$ cat config.mk
export PLATFORM = sky130hd
export DESIGN_NAME = simon_core_param
export DESIGN_NICKNAME = d
export VERILOG_FILES = /design/src/rtl/simon_pkg.sv /design/src/rtl/simon_round_fn.sv /design/src/rtl/simon_core_param.sv
export SDC_FILE = /design/constraint.sdc
export NUM_CORES = 1
export LEC_CHECK = 0
export ABC_CLOCK_PERIOD_IN_PS = 6800
export CORE_UTILIZATION = 56
export DETAILED_ROUTE_END_ITERATION = 6
export HOLD_SLACK_MARGIN = 0.06
export PLACE_DENSITY = 0.85
export SYNTH_ARGS = -nofsm -noshare
export SYNTH_HDL_FRONTEND = slang
export SYNTH_SLANG_ARGS = --single-unit
export TNS_END_PERCENT = 50
$ cat constraint.sdc
create_clock -name clk -period 6.8 [get_ports clk]
set_clock_uncertainty 0.05 [all_clocks]
set_input_delay 2.04 -clock clk [delete_from_list [all_inputs] [get_ports clk]]
set_output_delay 2.04 -clock clk [all_outputs]
set_load 0.05 [all_outputs]
$ cat src/rtl/simon_pkg.sv
// Shared definitions for the parametrised SIMON encryption core: z sequences,
// FSM state type and parameter legality / default helpers.
package simon_pkg;

    typedef enum logic [1:0] {IDLE, RUN, DONE} state_e;

    localparam int unsigned ZLen = 62;

    // Published z sequences as written, leftmost symbol in bit 61.
    localparam logic [61:0] ZPub [5] = '{
        62'b11111010001001010110000111001101111101000100101011000011100110,
        62'b10001110111110010011000010110101000111011111001001100001011010,
        62'b10101111011100000011010010011000101000010001111110010110110011,
        62'b11011011101011000110010111100000010010001010011100110100001111,
        62'b11010001111001101011011000100000010111000011001010010011101111
    };

    function automatic logic [61:0] rev62(input logic [61:0] v);
        logic [61:0] r;
        for (int unsigned i = 0; i < 62; i++) begin
            r[i] = v[61-i];
        end
        return r;
    endfunction

    // Z[j][i] is symbol i of sequence j.
    localparam logic [61:0] Z [5] = '{
        rev62(ZPub[0]), rev62(ZPub[1]), rev62(ZPub[2]), rev62(ZPub[3]), rev62(ZPub[4])
    };

    // Standard round count per (N, M); 0 marks a non-standard pair.
    function automatic int unsigned std_rounds(input int unsigned n, input int unsigned m);
        int unsigned t;
        t = 0;
        case ({n[7:0], m[7:0]})
            {8'd16, 8'd4}: t = 32;
            {8'd24, 8'd3}: t = 36;
            {8'd24, 8'd4}: t = 36;
            {8'd32, 8'd3}: t = 42;
            {8'd32, 8'd4}: t = 44;
            {8'd48, 8'd2}: t = 52;
            {8'd48, 8'd3}: t = 54;
            {8'd64, 8'd2}: t = 68;
            {8'd64, 8'd3}: t = 69;
            {8'd64, 8'd4}: t = 72;
            default:       t = 0;
        endcase
        if (n > 255 || m > 255) t = 0;
        return t;
    endfunction

    function automatic int unsigned std_zidx(input int unsigned n, input int unsigned m);
        int unsigned z;
        z = 0;
        case ({n[7:0], m[7:0]})
            {8'd24, 8'd4}: z = 1;
            {8'd32, 8'd3}: z = 2;
            {8'd32, 8'd4}: z = 3;
            {8'd48, 8'd2}: z = 2;
            {8'd48, 8'd3}: z = 3;
            {8'd64, 8'd2}: z = 2;
            {8'd64, 8'd3}: z = 3;
            {8'd64, 8'd4}: z = 4;
            default:       z = 0;
        endcase
        return z;
    endfunction

    function automatic bit params_legal(input int unsigned n, input int unsigned m,
                                        input int unsigned t, input int unsigned zidx);
        return (std_rounds(n, m) != 0) && (t >= m) && (zidx <= 4);
    endfunction

endpackage

$ cat src/rtl/simon_round_fn.sv
// One SIMON Feistel round: x' = y ^ f(x) ^ k, y' = x.
module simon_round_fn #(
    parameter int unsigned N = 16
) (
    input  logic [N-1:0] i_x,
    input  logic [N-1:0] i_y,
    input  logic [N-1:0] i_k,
    output logic [N-1:0] o_x,
    output logic [N-1:0] o_y
);

    function automatic logic [N-1:0] rotl(input logic [N-1:0] v, input int unsigned s);
        return (v << s) | (v >> (N - s));
    endfunction

    always_comb begin
        o_x = i_y ^ (rotl(i_x, 1) & rotl(i_x, 8)) ^ rotl(i_x, 2) ^ i_k;
        o_y = i_x;
    end

endmodule

$ cat src/rtl/simon_core_param.sv
// Iterative SIMON 2N/MN encryption core: one round per clock, on-the-fly key
// schedule held in an M-word shift register, valid/ready on both sides.
module simon_core_param
    import simon_pkg::*;
#(
    parameter int unsigned N    = 16,
    parameter int unsigned M    = 4,
    parameter int unsigned T    = std_rounds(N, M),
    parameter int unsigned ZIDX = std_zidx(N, M)
) (
    input  logic             clk,
    input  logic             rst,
    input  logic             in_valid,
    output logic             in_ready,
    input  logic [2*N-1:0]   in_pt,
    input  logic [M*N-1:0]   in_key,
    output logic             out_valid,
    input  logic             out_ready,
    output logic [2*N-1:0]   out_ct,
    output logic             busy
);

    if (!params_legal(N, M, T, ZIDX)) begin : g_bad_params
        $error("simon_core_param: illegal combination of N, M, T, ZIDX");
    end

    localparam int unsigned CntW    = $clog2(T + 1);
    localparam logic [61:0] ZSeq    = Z[ZIDX];

    state_e           r_state;
    state_e           w_state_next;
    logic [N-1:0]     r_x;
    logic [N-1:0]     r_y;
    logic [N-1:0]     r_kr [M];
    logic [CntW-1:0]  r_round;
    logic [2*N-1:0]   r_ct;

    logic [N-1:0]     w_x_next;
    logic [N-1:0]     w_y_next;
    logic [N-1:0]     w_tmp;
    logic [N-1:0]     w_key_new;
    logic [5:0]       w_zi;
    logic             w_z;
    logic             w_accept;
    logic             w_last;

    function automatic logic [N-1:0] rotr(input logic [N-1:0] v, input int unsigned s);
        return (v >> s) | (v << (N - s));
    endfunction

    assign w_accept = (r_state == IDLE) && in_valid;
    assign w_last   = (r_round == CntW'(T - 1));
    assign w_zi     = 6'(32'(r_round) % ZLen);
    assign w_z      = ZSeq[w_zi];

    // Next key word k[i+M] from the current window k[i..i+M-1].
    always_comb begin
        w_tmp = rotr(r_kr[M-1], 3);
        if (M == 4) w_tmp = w_tmp ^ r_kr[1];
        w_tmp     = w_tmp ^ rotr(w_tmp, 1);
        w_key_new = ~r_kr[0] ^ w_tmp ^ {{(N-1){1'b0}}, w_z} ^ N'(3);
    end

    simon_round_fn #(
        .N(N)
    ) u_round (
        .i_x (r_x),
        .i_y (r_y),
        .i_k (r_kr[0]),
        .o_x (w_x_next),
        .o_y (w_y_next)
    );

    always_comb begin
        w_state_next = r_state;
        unique case (r_state)
            IDLE:    if (in_valid)  w_state_next = RUN;
            RUN:     if (w_last)    w_state_next = DONE;
            DONE:    if (out_ready) w_state_next = IDLE;
            default:                w_state_next = IDLE;
        endcase
    end

    always_ff @(posedge clk) begin
        if (rst) r_state <= IDLE;
        else     r_state <= w_state_next;
    end

    always_ff @(posedge clk) begin
        if (rst) begin
            r_x     <= '0;
            r_y     <= '0;
            r_round <= '0;
            r_ct    <= '0;
            for (int unsigned j = 0; j < M; j++) begin
                r_kr[j] <= '0;
            end
        end else if (w_accept) begin
            r_x     <= in_pt[2*N-1:N];
            r_y     <= in_pt[N-1:0];
            r_round <= '0;
            for (int unsigned j = 0; j < M; j++) begin
                r_kr[j] <= in_key[j*N +: N];
            end
        end else if (r_state == RUN) begin
            r_x     <= w_x_next;
            r_y     <= w_y_next;
            r_round <= r_round + CntW'(1);
            for (int unsigned j = 0; j < M - 1; j++) begin
                r_kr[j] <= r_kr[j+1];
            end
            r_kr[M-1] <= w_key_new;
            if (w_last) r_ct <= {w_x_next, w_y_next};
        end
    end

    assign in_ready  = (r_state == IDLE);
    assign out_valid = (r_state == DONE);
    assign busy      = (r_state != IDLE);
    assign out_ct    = r_ct;

endmodule

==> results of run 1 <==
## where the power goes
group          switching [mW]  total [mW]  internal [mW]  leakage, nW
registers              0.0912        1.05          0.955         1.30
logic                   0.261       0.521          0.260         1.48
clock network           0.353       0.909          0.556        0.298
## cell type report
type / count / area [sq um]
multi-input cells: 447 / 3022
clock buffers: 22 / 498.0
clock inverters: 10 / 88.84
fillers: 803 / 2917
inverters: 5 / 18.77
flip-flops and latches: 136 / 3363
repair buffers: 140 / 1381
well taps: 143 / 178.9
## stage by stage
stage          cells  utilization (%)  area [sq um]  setup WS, ps
6_report         903            74.57          8551          2848
4_1_cts          903            74.57          8551          2825
5_1_grt          903            74.57          8551          2743
3_3_place_gp     871            69.45          7964          2515
2_1_floorplan    636                -          6615          3004
3_5_place_dp     871            69.45          7964          2423
## cell families (layout without fill, tap and decap cells)
| group | count (synthesis) | in the layout | share of synthesized area [%] |
|---|---|---|---|
| AO/OA/AOI/OAI | 187 | 187 | 20.62 |
| AND/OR/NAND/NOR | 151 | 151 | 9.817 |
| flip-flops | 136 | 136 | 50.84 |
| XOR/XNOR | 101 | 101 | 13.37 |
| buffers and inverters | 53 | 177 | 3.840 |
| adder cells (fa/ha/maj) | 6 | 6 | 1.135 |
| multiplexers | 2 | 2 | 0.3782 |
## worst min-delay path: cells and delay by family, from the launching register on
family | cells | cell delay, ps
flops | 1 | 310
simple gates | 1 | 50
compound gates | 1 | 50
## placed cells by master (no fill, tap or decap), types with 4 or more instances in the layout
cell type	count
nor2_1	56
clkdlybuf4s50_1	133
ha_1	6
a211oi_1	33
inv_1	5
xnor2_1	73
a22o_1	63
o211ai_1	4
or3_1	4
xor2_1	28
a21oi_1	51
nand2_1	69
a22oi_1	17
edfxtp_1	64
buf_4	6
clkbuf_16	19
clkinv_2	4
dfxtp_1	72
## path summary, 6_finish.rpt
path | to | slack, ps | depth (start not counted)
worst min register to register | out_ct[9] | 400 | 2
worst min-delay path | out_ct[9] | 400 | 2
worst max register to register | r_kr[3][0] | 3550 | 11
worst max-delay path | out_valid | 2850 | 2
## registers in the layout (all words and copies together), names as in the netlist
register	flops
r_kr	64
r_round	6
out_ct	32
r_y	16
r_state	2
r_x	16
## layer usage
| metal | up-vias | track usage (%) | part of all wire (%) |
|---|---|---|---|
| li1 | 2511 | - | - |
| met1 | 2561 | 37.55 | 41 |
| met2 | 294 | 47.12 | 47 |
| met3 | 47 | 6.561 | 7.9 |
| met4 | 0 | 14.31 | 3.5 |
| met5 | - | 0 | 0 |
==> run_results.csv, run 1 <==
group,metric,value,unit
floorplanning,die_w,110.7,um
timing,rsz0062_at_grt,"false",
worst_setup_path,cpPeakStageDelay,830,ps
cts,cts_buffers,17,
cts,path_clk_slew,60,ps
routing,vias,5413,
logic_synthesis,syn_area,0.006615,sq mm
floorplanning,pin_count,135,
timing,min_period,3952,ps
cts,cts_setup_buffers,0,
outcome,outcome,"completed",
worst_setup_path,crit_slowest_cell,"clkdlybuf4s50_1",
routing,wl,17580,um
routing,first_iter_violations,504,
timing,fmax,253.0,MHz
global_routing,grt_pass1_wl,27500,um
cts,clock_latency,430,ps
cells_and_area,area_growth,29.26,%
worst_setup_path,rr_startpoint,"r_round[0]",
global_routing,grt.total_usage,29.34,%
worst_setup_path,crit_arrival,1860,ps
logic_synthesis,synthTopCellsByArea,"edfxtp_1 (29%), dfxtp_1 (22%), xnor2_1 (9.7%)",
worst_setup_path,cp-start-kind,"flip-flop",
timing,hold_slack,402.0,ps
timing,period_share,58.12,%
routing,drc,0,
global_routing,grt_pass1_vias,5219,
worst_hold_path,min_from,"out_ct[9]",
global_routing,grt_overflow_total,0,
timing,slew_viol_final,0,
worst_hold_path,hp-class,"flip-flop to flip-flop",
routing,dr.pass1.iters,5,
floorplanning,initial_utilization,57.69,%
worst_setup_path,worstPathRequired,4710,ps
worst_setup_path,crit_chain,"nor2b_1, clkdlybuf4s50_1",
worst_setup_path,endpoint_kind,"output pin",
floorplanning,core_area,0.01147,sq mm
floorplanning,num_rows,39,
cts,cts_sinks,136,
timing,setup_viol,0,
floorplanning,die_h,110.7,um
cts,cts-htree-levels,4,
routing,wire_per_inst,19.46,um
logic_synthesis,ys_warn_count,0,
logic_synthesis,syn_inst,636,
logic_synthesis,synth_edf_count,64,
logic_synthesis,synth_seq_cells,136,
cts,clock-root-buffer,"clkbuf_16",
logic_synthesis,yosysTopAreaCellShare,29.05,%
cts,cts_tree,"built",
worst_setup_path,critPathMaxFanout,4,
routing,ant_nets,0,
logic_synthesis,synth_ff_type,"dfxtp_1",
timing,relSlewSlack,23.42,%
cells_and_area,final_layout_size_suffix_gt1_share,6.974,%
power,p_leak,3.074,nW
placed_design,gp_congestion,0.8341,
cts,cts_hold_buffers,0,
logic_synthesis,yosysSeqAreaShare,50.84,%
placed_design,hpwl,12120,um
routing,viasPerCell,5.994,
worst_setup_path,critPathTopFamily,"buffers and inverters",
timing,tightestPinTransition,1149,ps
power,power_density,289.6,mW/mm^2
placed_design,numPortBuffers,134,
flow_run,cap_violations,0,
global_routing,grt_max_degree,72,
logic_synthesis,async_flop_share,0,%
worst_setup_path,crit_type,"flip-flop to output pin",
timing,setup_tns,0,ps
cts,ctsLongestPathBuffers,2,
floorplanning,die_area,0.01225,sq mm
timing,hold_viol_final,0,
worst_setup_path,cp-startpoint,"r_state[1]",
logic_synthesis,avgSynthCellArea,10.40,sq um
cells_and_area,finalNetCount,853,
global_routing,grt_antenna_before_repair,0,
worst_setup_path,crit_buf_inv,1,
logic_synthesis,ys_types,47,
logic_synthesis,synth_most_common_cell,"xnor2_1",
power,fin_total_pwr,2.476,mW
logic_synthesis,yosysTopAreaCell,"edfxtp_1",
logic_synthesis,synth_top_cells_by_count,"xnor2_1 (73), dfxtp_1 (72), nand2_1 (69)",
cells_and_area,diodes,0,
power,ir_drop,0.0002776,V
logic_synthesis,synth_nets,742,
cts,cts_resized,0,
Power figures use the tool's default switching activity.
==> inputs of run 2 (changes only) <==
ABC_CLOCK_PERIOD_IN_PS = 3300   (was 6800)
CORE_UTILIZATION = 47   (was 56)
PLACE_DENSITY = 0.76   (was 0.85)
clock period = 3.3 ns   (was 6.8 ns; I/O delays follow)
==> run_results.csv, run 2 (same netlist as run 1, synthesis figures left out) <==
group,metric,value,unit
outcome,outcome,"completed",
cells_and_area,num-fill-cells,1064,
timing,setup_viol,0,
power,ir_drop,0.0003587,V
worst_setup_path,crit_chain,"inv_1, ha_1, nor2b_1, mux2_4, ha_1, o21bai_1, a31oi_1, o211a_1, a22oi_1, nand3_1, a32o_1",
worst_setup_path,crit_arrival,3110,ps
routing,ant_nets,0,
cts,cts_resized,0,
global_routing,grt_pass1_vias,5097,
worst_setup_path,crit_cells,11,
cts,cts-htree-levels,4,
cells_and_area,final_util,63.76,%
floorplanning,num_rows,42,
timing,hold_viol_final,0,
global_routing,grt_overflow_total,0,
worst_setup_path,critPathMaxFanout,8,
flow_run,cap_violations,0,
floorplanning,core_area,0.01351,sq mm
cells_and_area,largest_reg_flops,64,
cts,cts_sinks,136,
routing,wire_per_inst,18.08,um
worst_setup_path,endpoint_kind,"flip-flop",
timing,fmax,334.4,MHz
worst_setup_path,critPathTopFamily,"compound AO/OA/AOI/OAI gates",
global_routing,grt.total_usage,24.04,%
cells_and_area,final_layout_size_suffix_gt1_share,7.339,%
floorplanning,die_w,120.6,um
worst_setup_path,cp_common_cell,"ha_1",
cells_and_area,final_cell_mix,"clkdlybuf4s50_1 (133), xnor2_1 (73), dfxtp_1 (71), nand2_1 (69), edfxtp_1 (64)",
placed_design,gp_congestion,0.9509,
cts,cts_buffers,17,
power,fin_total_pwr,4.983,mW
timing,relSlewSlack,29.58,%
cells_and_area,diodes,0,
routing,first_iter_violations,562,
cells_and_area,top_register,"r_kr",
placed_design,dp_slack,231.5,ps
global_routing,grt_antenna_before_repair,0,
routing,wl,16980,um
worst_setup_path,cp-start-kind,"flip-flop",
power,p_leak,3.084,nW
timing,setup_ws,309.5,ps
worst_hold_path,whs_path_depth,2,
worst_setup_path,cpPeakStageDelay,400,ps
cts,clock-root-buffer,"clkbuf_16",
timing,period_share,90.62,%
cts,ctsLongestPathBuffers,2,
timing,slew_viol_final,0,
cts,clock_latency,420,ps
cts,cts_setup_buffers,0,
worst_setup_path,reg2reg_depth,11,
timing,rsz0062_at_grt,"false",
cells_and_area,area_growth,30.17,%
cells_and_area,finalNetCount,856,
routing,dr.pass1.iters,5,
cts,cts_tree,"built",
routing,drc,0,
cts,cts_hold_buffers,0,
floorplanning,initial_utilization,48.98,%
floorplanning,die_area,0.01455,sq mm
timing,tightestPinTransition,1052,ps
worst_setup_path,crit_type,"flip-flop to flip-flop",
power,power_density,578.7,mW/mm^2
floorplanning,pin_count,135,
worst_setup_path,crit_buf_inv,1,
timing,min_period,2991,ps
global_routing,grt_pass1_wl,26430,um
worst_setup_path,crit_slowest_cell,"dfxtp_2",
timing,setup_tns,0,ps
routing,viasPerCell,5.668,
placed_design,numPortBuffers,134,
cells_and_area,final_common_cell,"clkdlybuf4s50_1",
worst_hold_path,hp-class,"flip-flop to flip-flop",
routing,vias,5322,
cts,path_clk_slew,50,ps
global_routing,grt_max_degree,66,
floorplanning,die_h,120.6,um
worst_setup_path,worstPathRequired,3420,ps
placed_design,hpwl,12220,um
run 2: cell count changes in the layout (fill, tap and decap cells not counted), moves of 2 or more:
cell,previous run,this run
clkinv_4,3,1
inv_4,2,0
clkbuf_8,1,4
clkinv_2,4,7
buf_12,0,2
run 2: worst register-to-register path, delay by kind of cell (launching register included):
kind,cells,cell delay [ps]
buf+inv,1,130
simple gates,2,280
compound gates,5,1000
flops,1,400
mux,1,310
fa+ha+maj,2,590
run 2: worst paths after layout:
kind / from / end / slack (ps)
setup / recovery: r_round[0] / r_kr[3][0] / 310
hold / removal: out_ct[4] / out_ct[4] / 400
setup reg to reg: r_round[0] / r_kr[3][0] / 310
hold reg to reg: out_ct[4] / out_ct[4] / 400
run 2: final cells by class:
| cell class | instances | area, sq um | area share, % |
|---|---|---|---|
| Multi-Input combinational cell | 447 | 3022 | 35.09 |
| Sequential cell | 136 | 3364 | 39.07 |
| Inverter | 5 | 18.77 | 0.2180 |
| Timing Repair Buffer | 143 | 1429 | 16.59 |
| Clock inverter | 8 | 43.79 | 0.5086 |
| Clock buffer | 24 | 513.0 | 5.958 |
| Tap cell | 176 | 220.2 | 2.557 |
run 2: power by group:
group          internal, mW  switching, mW  total [mW]
Clock                  1.08          0.677        1.75
Combinational         0.540          0.544        1.08
Sequential             1.97          0.179        2.15
run 2: through the flow:
step	area, sq um	instances	hold WS (ps)
6_report	8611	939	400.4
5_1_grt	8611	939	416.2
4_1_cts	8610	939	400.6
3_5_place_dp	8053	907	394.8
3_3_place_gp	8053	907	388.6
2_1_floorplan	6615	636	398.1
run 2: metal layers:
metal | GRT usage, % | part of all wire, % | up-vias
li1 | - | - | 2514
met2 | 38.69 | 46 | 246
met5 | 0 | 0 | -
met3 | 4.953 | 6.8 | 30
met4 | 9.414 | 2.3 | 0
met1 | 31.70 | 45 | 2532
==> inputs of run 3 (changes only) <==
HOLD_SLACK_MARGIN = 0.1   (was 0.06)
==> results of run 3 <==
Final layout, timing and power as in run 2 (identical DEF).
